$ cat config.mk
export PLATFORM = sky130hd
export DESIGN_NAME = imm_gen_pipe
export DESIGN_NICKNAME = d
export VERILOG_FILES = /design/src/rtl/imm_gen_pipe.sv
export SDC_FILE = /design/constraint.sdc
export NUM_CORES = 1
export LEC_CHECK = 0
export ABC_AREA = 1
export CAP_MARGIN = 10
export CELL_PAD_IN_SITES_DETAIL_PLACEMENT = 1
export CELL_PAD_IN_SITES_GLOBAL_PLACEMENT = 2
export CORE_ASPECT_RATIO = 1.4
export CORE_MARGIN = 2
export CORE_UTILIZATION = 29
export DETAILED_ROUTE_END_ITERATION = 10
export PLACE_DENSITY_LB_ADDON = 0.05
export REMOVE_ABC_BUFFERS = 1
export SYNTH_ARGS = -nofsm -noshare
export SYNTH_HDL_FRONTEND = slang
export SYNTH_SLANG_ARGS = --single-unit
$ cat constraint.sdc
create_clock -name clk -period 1.9 [get_ports clk]
set_clock_uncertainty 0.1 [all_clocks]
set_input_delay 0.475 -clock clk [delete_from_list [all_inputs] [get_ports clk]]
set_output_delay 0.475 -clock clk [all_outputs]
set_load 0.01 [all_outputs]
$ cat src/rtl/imm_gen_pipe.sv
// Pipelined RV immediate generator with a two-deep output/skid buffer and valid/ready on both sides.
// Define IMM_GEN_ZICSR_EN to decode SYSTEM opcodes (CSR zimm as fmt Z, CSR address as fmt I).
module imm_gen_pipe #(
  parameter int XLEN  = 32,
  parameter int TAG_W = 8
) (
  input  logic             clk,
  input  logic             rst_n,
  input  logic             in_valid,
  output logic             in_ready,
  input  logic [31:0]      inst,
  input  logic [TAG_W-1:0] in_tag,
  output logic             out_valid,
  input  logic             out_ready,
  output logic [XLEN-1:0]  imm_out,
  output logic [2:0]       fmt,
  output logic             illegal,
  output logic [TAG_W-1:0] out_tag
);

  generate
    if (XLEN != 32 && XLEN != 64) begin : g_bad_xlen
      $error("imm_gen_pipe: XLEN must be 32 or 64");
    end
  endgenerate

  typedef enum logic [2:0] {
    FMT_NONE = 3'd0, FMT_I = 3'd1, FMT_S = 3'd2, FMT_B = 3'd3,
    FMT_U = 3'd4, FMT_J = 3'd5, FMT_Z = 3'd6
  } fmt_e;

  logic [31:0]     imm32;
  fmt_e            dec_fmt;
  logic            dec_ill;
  logic [XLEN-1:0] dec_imm;

  always_comb begin
    imm32   = '0;
    dec_fmt = FMT_NONE;
    dec_ill = (inst[1:0] != 2'b11);
    case (inst[6:0])
      7'b0010011, 7'b0000011, 7'b1100111: begin
        dec_fmt = FMT_I;
        imm32   = {{20{inst[31]}}, inst[31:20]};
      end
      7'b0100011: begin
        dec_fmt = FMT_S;
        imm32   = {{20{inst[31]}}, inst[31:25], inst[11:7]};
      end
      7'b1100011: begin
        dec_fmt = FMT_B;
        imm32   = {{20{inst[31]}}, inst[7], inst[30:25], inst[11:8], 1'b0};
      end
      7'b0110111, 7'b0010111: begin
        dec_fmt = FMT_U;
        imm32   = {inst[31:12], 12'b0};
      end
      7'b1101111: begin
        dec_fmt = FMT_J;
        imm32   = {{12{inst[31]}}, inst[19:12], inst[20], inst[30:21], 1'b0};
      end
`ifdef IMM_GEN_ZICSR_EN
      7'b1110011: begin
        if (inst[14]) begin
          dec_fmt = FMT_Z;
        end else begin
          dec_fmt = FMT_I;
          imm32   = {{20{inst[31]}}, inst[31:20]};
        end
      end
`endif
      default: ;
    endcase
    if (dec_ill) begin
      dec_fmt = FMT_NONE;
      imm32   = '0;
    end
    // zimm is the only zero-extended immediate; everything else sign-extends from bit 31
    dec_imm = (dec_fmt == FMT_Z) ? XLEN'(inst[19:15]) : XLEN'($signed(imm32));
  end

`ifndef IMM_GEN_ZICSR_EN
  logic unused_funct3;
  assign unused_funct3 = ^inst[14:12];
`endif

  logic             o_valid_q, o_valid_d, s_valid_q, s_valid_d;
  logic [XLEN-1:0]  o_imm_q, o_imm_d, s_imm_q, s_imm_d;
  fmt_e             o_fmt_q, o_fmt_d, s_fmt_q, s_fmt_d;
  logic             o_ill_q, o_ill_d, s_ill_q, s_ill_d;
  logic [TAG_W-1:0] o_tag_q, o_tag_d, s_tag_q, s_tag_d;
  logic             in_fire, out_fire;

  assign in_ready = rst_n & ~s_valid_q;
  assign in_fire  = in_valid & in_ready;
  assign out_fire = o_valid_q & out_ready;

  always_comb begin
    o_valid_d = o_valid_q;
    o_imm_d   = o_imm_q;
    o_fmt_d   = o_fmt_q;
    o_ill_d   = o_ill_q;
    o_tag_d   = o_tag_q;
    s_valid_d = s_valid_q;
    s_imm_d   = s_imm_q;
    s_fmt_d   = s_fmt_q;
    s_ill_d   = s_ill_q;
    s_tag_d   = s_tag_q;
    if (s_valid_q) begin
      // in_ready is low here, so only the skid-to-output move can happen
      if (out_fire) begin
        o_valid_d = 1'b1;
        o_imm_d   = s_imm_q;
        o_fmt_d   = s_fmt_q;
        o_ill_d   = s_ill_q;
        o_tag_d   = s_tag_q;
        s_valid_d = 1'b0;
      end
    end else if (in_fire) begin
      if (!o_valid_q || out_ready) begin
        o_valid_d = 1'b1;
        o_imm_d   = dec_imm;
        o_fmt_d   = dec_fmt;
        o_ill_d   = dec_ill;
        o_tag_d   = in_tag;
      end else begin
        s_valid_d = 1'b1;
        s_imm_d   = dec_imm;
        s_fmt_d   = dec_fmt;
        s_ill_d   = dec_ill;
        s_tag_d   = in_tag;
      end
    end else if (out_fire) begin
      o_valid_d = 1'b0;
    end
  end

  always_ff @(posedge clk or negedge rst_n) begin
    if (!rst_n) begin
      o_valid_q <= 1'b0;
      o_imm_q   <= '0;
      o_fmt_q   <= FMT_NONE;
      o_ill_q   <= 1'b0;
      o_tag_q   <= '0;
      s_valid_q <= 1'b0;
      s_imm_q   <= '0;
      s_fmt_q   <= FMT_NONE;
      s_ill_q   <= 1'b0;
      s_tag_q   <= '0;
    end else begin
      o_valid_q <= o_valid_d;
      o_imm_q   <= o_imm_d;
      o_fmt_q   <= o_fmt_d;
      o_ill_q   <= o_ill_d;
      o_tag_q   <= o_tag_d;
      s_valid_q <= s_valid_d;
      s_imm_q   <= s_imm_d;
      s_fmt_q   <= s_fmt_d;
      s_ill_q   <= s_ill_d;
      s_tag_q   <= s_tag_d;
    end
  end

  assign out_valid = o_valid_q;
  assign imm_out   = o_imm_q;
  assign fmt       = o_fmt_q;
  assign illegal   = o_ill_q;
  assign out_tag   = o_tag_q;

endmodule
==> results.md, run 1 <==
- Pre-CTS WS: -0.585 ns
- Final setup viols: 0
- HPWL after DPL: about 9500 um
- Maxcap violations: 0
- Final net count: about 760
- Core box area: roughly 16,000 um2
- Fillers: approximately 1,900
- Pwr Total: 8940 uW
- CTS clock-pin slew for the worst setup and hold paths: 0.06 ns
- TritonRoute pass-1 iters: 4
- Top cell type's share of synthesized area: 48.9%
- Root Buffer: clkbuf_16
- GP Congestion: 0.758
- Post-Syn Instances: 621
- Synth Cell Area: between 4000 and 5000 um2
- Rel. slew slack: 61.9%
- Worst-path maximum fanout: 2
- Post-route DRC: 0
- Critical-path top delay cell: clkdlybuf4s50_1
- Total Routing Usage GR: between 10% and 20%
- Crit path max-delay family: buffers and inverters
- Ys flop type: dfrtp_1
- Clock Latency Late Sink: 0.35 ns
- Clock Path Buffers: 2
- Die extent in x: 111 um
- Synth area leader: dfrtp_1
- Status: finished, final reports clean
- WL final: roughly 14,000 um
- Worst-Margin Slew: 0.571 ns
- CP max stage delay: between 0.5 and 0.6 ns
- CTS sink cnt: 90
- Hold buffers post-CTS: 0
- Vias in the first global route: between 4,000 and 5,000
- Die height: 153 um
- Maximum VDD drop: between 700 and 800 uV
- Hold Vio Cnt, Final: 0
- Routed via count: 4,412
- Count leader, synth: nand2_1
- Period minus WS final: 1.86 ns
- Startpoint types: register
- Initial antenna violation count: 0
- Placed inst area: 5890 um2
- Peak Freq: ~540 MHz
- Final worst slack: 0.0414 ns
- Hold crit path type: primary input to asynchronous set/reset pin
- Synth Warn #: 0
- Power density over the cells: 1440 nW/um2
- Antenna fix cells: 0
- Global-route wire length before repair: 24,000 um
- Initial Util: 29.6%
- CP required: 1.32 ns
- Grt total ovfl: 0
- Largest net degree at the start of global routing: 91
- Synth unique cells: 21
- H-tree levels: 3
- Slew Viols, Final: 0
- Design Area, Final: 6220 um2
- Final period util: 97.8%
- Data arrival, critical path: 1.28 ns
- RR Startpoint: s_valid_q
- Worst path cell trace: clkdlybuf4s50_1
- Setup crit start: imm_out[26]
- Unrepaired setup endpoints after global routing: no
- Die ar.: 16,900 um2
- 1st-iter DRT viols: 158
- WP buf/inv: 1
- CP endpoint kind: output pin
- Synth top cells by count: nand2_1, nor2_1, dfrtp_1
- WL/cell: ~15 um
- Leakage power: roughly 0.0032 uW
- Share of synthesized area occupied by flip-flops and latches: 48.9%
- Area growth, synth to finish: 35.0%
- Row cnt: 54
- Post-synth ARST share: 100%
- Io pins: 90
- Syn avg cell area: approximately 7.4 um2
- Number of I/O port buffers: 89
- Postcts setup bufs: 0
- Routed Antenna Nets: 0
- Share of cells above drive strength 1: 11.1%
- Critical path class: register to output pin
- Synth area leaders: dfrtp_1, nand2_1, nor2_1
- Number of synthesized flops with an enable pin: 0
- TritonCTS buffer count: 9
- DR vias/cell: about 4.8
- Post-synthesis register bit count: 90
- Setup_tns: 0 ns
- CTS tree: built
-- what timing repair did --
action / in CTS / in global routing
pin swaps: 0 / 1
gates cloned: 0 / 0
setup endpoints to repair: 45 / 37
resized for setup: 5 / 14
endpoints found under the hold margin: 0 / 0
-- flip-flops by register name, summed over array words and instances, names as in the netlist --
name,count
imm_out,32
out_valid,1
out_tag,8
illegal,1
s_tag_q,8
s_imm_q,32
fmt,3
s_fmt_q,3
s_valid_q,1
s_ill_q,1
-- worst paths after layout --
check	end	slack (ns)	depth (start not counted)
max	imm_out[26]	0.04	1
min	imm_out[2]	0.06	2
max reg2reg	imm_out[28]	0.32	8
min reg2reg	s_tag_q[1]	0.37	2
max in group asynchronous	out_tag[3]	1.22	2
min in group clk	s_tag_q[1]	0.37	2
-- through the flow --
stage	cells	hold WS (ns)	util, %
5_1_grt	919	0.132	40.0
3_3_place_gp	903	0.354	37.9
6_report	919	0.0627	40.0
4_1_cts	919	0.105	39.7
2_1_floorplan	581	0.0794	-
3_5_place_dp	903	0.360	37.9
-- cell usage in the layout (no fill, tap or decap), types with 7 or more instances in the layout --
cell and instances:
nor2_2 7, clkdlybuf4s50_1 82, buf_4 27, nand2_1 206, a31oi_1 28, o21ai_1 10, clkbuf_16 9, inv_1 11
nor2_1 137, dfrtp_1 90, buf_12 8, o31ai_1 9, nand3_1 60
-- report_power, final --
part | leakage, uW | internal (uW) | switching (uW) | total (uW)
registers | 0.00115 | 2780 | 471 | 3260
logic | 0.00192 | 1840 | 2120 | 3960
clock network | 0.000136 | 963 | 765 | 1730
-- cell families (layout without fill, tap and decap cells) --
| logic type | Yosys count | after routing | synth area share (%) |
|---|---|---|---|
| simple gates | 425 | 425 | 37.7 |
| flops | 90 | 90 | 48.9 |
| buf+inv | 57 | 159 | 6.71 |
| compound gates | 48 | 48 | 6.52 |
| mux | 1 | 1 | 0.217 |
-- area by class of cell --
class | count | area (um2) | share of cell area (%)
sequential | 90 | 2250 | 36.2
tap | 196 | 245 | 3.94
multi-input combinational | 474 | 2100 | 33.7
inverter | 17 | 63.8 | 1.03
timing repair buffer | 126 | 1280 | 20.6
clock buffer | 13 | 260 | 4.18
clock inverter | 3 | 21.3 | 0.342
-- routing by layer --
layer	vias to the layer above	track usage (%)	part of all wire, %
met1	2166	19.9	44
met4	0	5.00	1.5
met3	14	3.29	2.9
met2	68	33.0	52
met5	-	0	0
li1	2164	-	-
(Power assumes the default switching activity.)
==> run 2, diff against run 1 <==
--- a/config.mk
+++ b/config.mk
@@ -10,8 +10,8 @@
 export CELL_PAD_IN_SITES_DETAIL_PLACEMENT = 1
 export CELL_PAD_IN_SITES_GLOBAL_PLACEMENT = 2
 export CORE_ASPECT_RATIO = 1.4
-export CORE_MARGIN = 2
-export CORE_UTILIZATION = 29
+export CORE_UTILIZATION = 30
+export CTS_BUF_LIST = sky130_fd_sc_hd__clkbuf_8
 export DETAILED_ROUTE_END_ITERATION = 10
 export PLACE_DENSITY_LB_ADDON = 0.05
 export REMOVE_ABC_BUFFERS = 1
==> results.md, run 2 (synthesized netlist as in run 1, its figures left out) <==
- Routed Antenna Nets: 0
- Initial Util: a little under a third
- Worst-Margin Slew: between 0.5 and 0.6 ns
- CP endpoint kind: output pin
- Die extent in x: between 100 and 150 um
- Largest net degree at the start of global routing: 91
- Final setup viols: 0
- Antenna fix cells: 0
- Period minus WS final: 1.84 ns
- WP buf/inv: 1
- Critical-path top delay cell: clkdlybuf4s50_1
- Maximum VDD drop: 582 uV
- Clock Path Buffers: 2
- Multi-input gate area: 2060 um2
- Register area: 2250 um2
- Die height: 149 um
- Crit path max-delay family: buffers and inverters
- WL/cell: 15.0 um
- Leakage power: between 0.003 and 0.004 uW
- Placed inst area: 5920 um2
- Maxcap violations: 0
- Final net count: 763
- Number of I/O port buffers: 89
- HPWL after DPL: 9440 um
- Share of cells above drive strength 1: 10.8%
- Area growth, synth to finish: 34.9%
- TritonRoute pass-1 iters: 4
- Root Buffer: clkbuf_8
- Internal power: 5310 uW
- Worst R2R Setup Slack: 0.19 ns
- GP Congestion: 0.752
- Row cnt: 53
- CTS clock-pin slew for the worst setup and hold paths: 0.09 ns
- Hold Vio Cnt, Final: 0
- Unrepaired setup endpoints after global routing: no
- Fin util: 41.5%
- Core box area: 15,000 um2
- Clock Latency Late Sink: between 0.3 and 0.4 ns
- Data arrival, critical path: 1.27 ns
- Initial antenna violation count: 0
- Routed via count: 4,354
- Startpoint types: register
- WL final: 13,800 um
- Switching power: 3330 uW
- TritonCTS buffer count: 9
- Vias in the first global route: around 4,600
- Critical path class: register to output pin
- Peak Freq: roughly 540 MHz
- Gate power share: 44.8%
- Total Routing Usage GR: roughly 19%
- Slew Viols, Final: 0
- Final period util: 97.1%
- Hold crit path type: primary input to asynchronous set/reset pin
- Worst path cell trace: clkdlybuf4s50_1
- 1st-iter DRT viols: between 100 and 150
- Power density over the cells: 1390 nW/um2
- CP required: roughly 1.3 ns
- CTS sink cnt: 90
- Seq pwr share: 37.5%
- Sw Ratio: 38.6%
- Design Area, Final: 6210 um2
- Most common cell after layout, fill and taps aside: nand2_1
- Fillers: ~1,900
- Grt total ovfl: 0
- DR vias/cell: 4.75
- Most frequent cells in the layout: nand2_1, nor2_1, dfrtp_1
- Global-route wire length before repair: 23,000 um
- H-tree levels: 3
- CP max stage delay: 0.54 ns
- RR Startpoint: s_valid_q
- Die ar.: 15,900 um2
- Worst-path maximum fanout: 2
- Status: finished, final reports clean
- Setup crit start: imm_out[15]
- Io pins: 90
- Rel. slew slack: 65.1%
- CTS tree: built
- Post-route DRC: 0
- Clk pwr share: 17.7%
==> run 2: cell types whose count changed in the layout (fill, tap and decap cells not counted), sizes merged <==
cell / previous run / this run
clkbuf: 13 / 10
dlygate4sd2: 3 / 6
dlymetal6s2s: 3 / 29
clkinvlp: 1 / 2
bufinv: 0 / 2
buf: 38 / 39
clkdlybuf4s50: 82 / 53
==> run 2: power by group through the flow <==
stage	logic, uW	registers [uW]	clock network [uW]
final	3870	3240	1530
after global routing	4390	3360	1650
after CTS	4050	3270	1590
after detailed placement	4070	3300	0
after global placement	3950	3260	0
after floorplan	1890	3430	0
==> run 2: layout make-up <==
class | instances | share of cell area, %
sequential | 90 | 36.2
multi-input combinational | 474 | 33.2
clock buffer | 10 | 2.22
timing repair buffer | 127 | 22.0
inverter | 17 | 1.03
clock inverter | 6 | 1.43
tap | 192 | 3.87
==> run 2: worst paths after layout <==
kind | end | cells past startpoint
max in group asynchronous | imm_out[21] | 2
min | imm_out[4] | 2
max | imm_out[15] | 1
min in group clk | s_tag_q[3] | 2
min reg2reg | s_tag_q[3] | 2
max reg2reg | imm_out[8] | 8
==> run 2: stage by stage <==
stage                     setup WS, ns  instances  setup TNS, ns  total power (uW)  hold slack, ns
final                           0.0556        916              0              8640          0.0434
after global routing         0.0000653        916              0              9400          0.0786
after CTS                      0.00131        916              0              8910          0.0708
after detailed placement        -0.292        900         -16.18              7370           0.360
after global placement          -0.280        900         -13.13              7220           0.354
after floorplan                  -1.02        581         -68.74              5320          0.0794
==> run 2: timing repair <==
item | 4_1_cts | 5_1_grt
hold buffers | 0 | 0
setup endpoints to repair | 6 | 31
setup buffers | 0 | 0
resized for setup | 6 | 30
==> run 2: per-layer routing <==
metal  wire (um)  GRT usage (%)
met1        6050           21.8
met2        7180           34.1
met3         387           3.33
met4         163           5.34
met5           0              0
==> run 2: worst reg2reg max path, delay by kind of cell, from the launching register on <==
family,cells,cell delay (ns)
buffers and inverters,3,0.57
flip-flops,1,0.41
AND/OR/NAND/NOR,5,0.52
==> variant, RTL diff (flow settings as in run 1) <==
Build with the macro `IMM_GEN_ZICSR_EN` defined.
--- a/src/rtl/imm_gen_pipe.sv
+++ b/src/rtl/imm_gen_pipe.sv
@@ -1,5 +1,7 @@
 // Pipelined RV immediate generator with a two-deep output/skid buffer and valid/ready on both sides.
 // Define IMM_GEN_ZICSR_EN to decode SYSTEM opcodes (CSR zimm as fmt Z, CSR address as fmt I).
+`define IMM_GEN_ZICSR_EN
+
 module imm_gen_pipe #(
   parameter int XLEN  = 32,
   parameter int TAG_W = 8
Behaviour: not the same (Yosys sat finds a counterexample within 4 cycles, from zero or initial values and one cycle with rst_n low).
==> variant against run 1 <==
Global-route usage is 2.3 points higher. Setup slack better by 6.0 ps. Area after synthesis is 7.1% higher. Sequential share of layout area is 4.2 points lower. Sequential power hardly changed. Routed wire length is 21% higher. Power is 3.4% higher. Cell area is 13% higher. First-iteration DRC count is 11% higher. Critical path depth is 9 higher. Sequential cell count stayed put. Highest routed layer unchanged.
==> variant: results (changes against run 1) <==
[setup_path]
crit_path_max_fanout=11  ; +9
r2r_slack_ps=270  ; -50 ps
ff2ff_path_depth=7  ; -1
cp.arrival_ps=2040  ; +760 ps
slowest_delay_ps=430  ; -120 ps
r2r-start=s_valid_q
rr_endpoint=out_tag[7]

[synth]
async_reset_ff_share_pct=100  ; unchanged
synth.distinct_cells=26  ; +24%
seq_area_frac_synth_pct=45.7  ; -3.2 points
yosys-top-cells-area=dfrtp_1 (46%), nand2_1 (15%), nor2_1 (8.8%)
yosysWarnings=0  ; unchanged
synth_commonest_cells=nand2_1 (201), nor2_1 (116), dfrtp_1 (90)

[power_and_ir_drop]
p_leak_nw=3.62  ; +13%
peakVddDrop_mv=0.459  ; -42%

[detailed_routing]
first_pass_iters=4  ; unchanged
drt_iter0_drc=175  ; +11%
via_per_inst=4.89  ; +1.9%
routed_wl_um=16900  ; +21%

[grt]
grt_pass1_vias=5496  ; +15%
track_usage_pct=19.8  ; +2.3 points
grt_max_degree=67  ; -26%
grt_pass1_wl_um=28000  ; +17%

[placement]
portBuffers=89  ; unchanged
place_area_um2=6470  ; +9.8%
dp_slack_ps=-512  ; +72.8 ps
post-dp-hpwl_um=12200  ; +28%
gp_congestion=0.782  ; +3.2%

[clock_network]
clk_pin_slew_worst_paths_ps=70
clock_tree.buffer_depth=2  ; unchanged
cts_buffers=9  ; unchanged
cts_max_level=3  ; unchanged

[layout]
drive_above_1_share_pct=18.6  ; +7.6 points
final_nets=855  ; +12%

[run_status]
outcome=completed

[sta]
maxSlewHeadroom_pct=70.0  ; +8.2 points

## variant: cell families after synthesis
group,Yosys count,share of synthesized area (%)
buf+inv,82,7.46
flops,90,45.7
simple gates,438,38.1
compound gates,76,8.75
## variant: cell type report
type | instances | area [um^2]
clock buffers | 10 | 239
multi-input cells | 515 | 2480
clock inverters | 6 | 40.0
well taps | 203 | 254
flip-flops and latches | 90 | 2250
fillers | 2042 | 9640
inverters | 40 | 154
repair buffers | 155 | 1610
## variant: critical path: cells and delay by family
family / cells / cell delay, ps
buffers and inverters: 3 / 760
AND/OR/NAND/NOR: 7 / 790
## variant: metal layers
metal,GRT usage (%),vias up,wire length [um]
met5,0,-,0
met1,23.0,2422,7210
li1,-,2461,-
met3,3.16,18,460
met4,6.56,0,297
met2,36.7,82,8910
## variant: report_power, final
group | switching (W) | internal, W | total [W]
logic | 0.00221 | 0.00202 | 0.00423
clock network | 0.000825 | 0.000927 | 0.00175
registers | 0.000449 | 0.00282 | 0.00327
total | 0.00348 | 0.00576 | 0.00924
## variant: how the worst max path moves through the flow
stage	from	endpoint	slack, ps	cells after the start
finish	inst[6]	imm_out[20]	50	10
global route	inst[6]	imm_out[31]	-20	11
CTS	inst[4]	imm_out[14]	-50	12
global placement	inst[1]	imm_out[7]	-440	9
detailed placement	inst[4]	s_imm_q[13]	-510	11
floorplan	s_valid_q	fmt[0]	-1540	6
## variant: stage by stage
stage	hold WS (ps)	total power [W]	std cells
floorplan	79.4	0.00535	644
global placement	354	0.00739	998
detailed placement	368	0.00756	998
CTS	123	0.00939	1019
global route	118	0.0100	1019
finish	91.0	0.00924	1019
## variant: repair_timing
action | 4_1_cts | 5_1_grt
hold buffers | 0 | 0
pin swaps | 10 | 8
endpoints found under the setup margin | 67 | 69
cloned | 4 | 0
buffers inserted | 1 | 0
gates resized for setup | 26 | 41
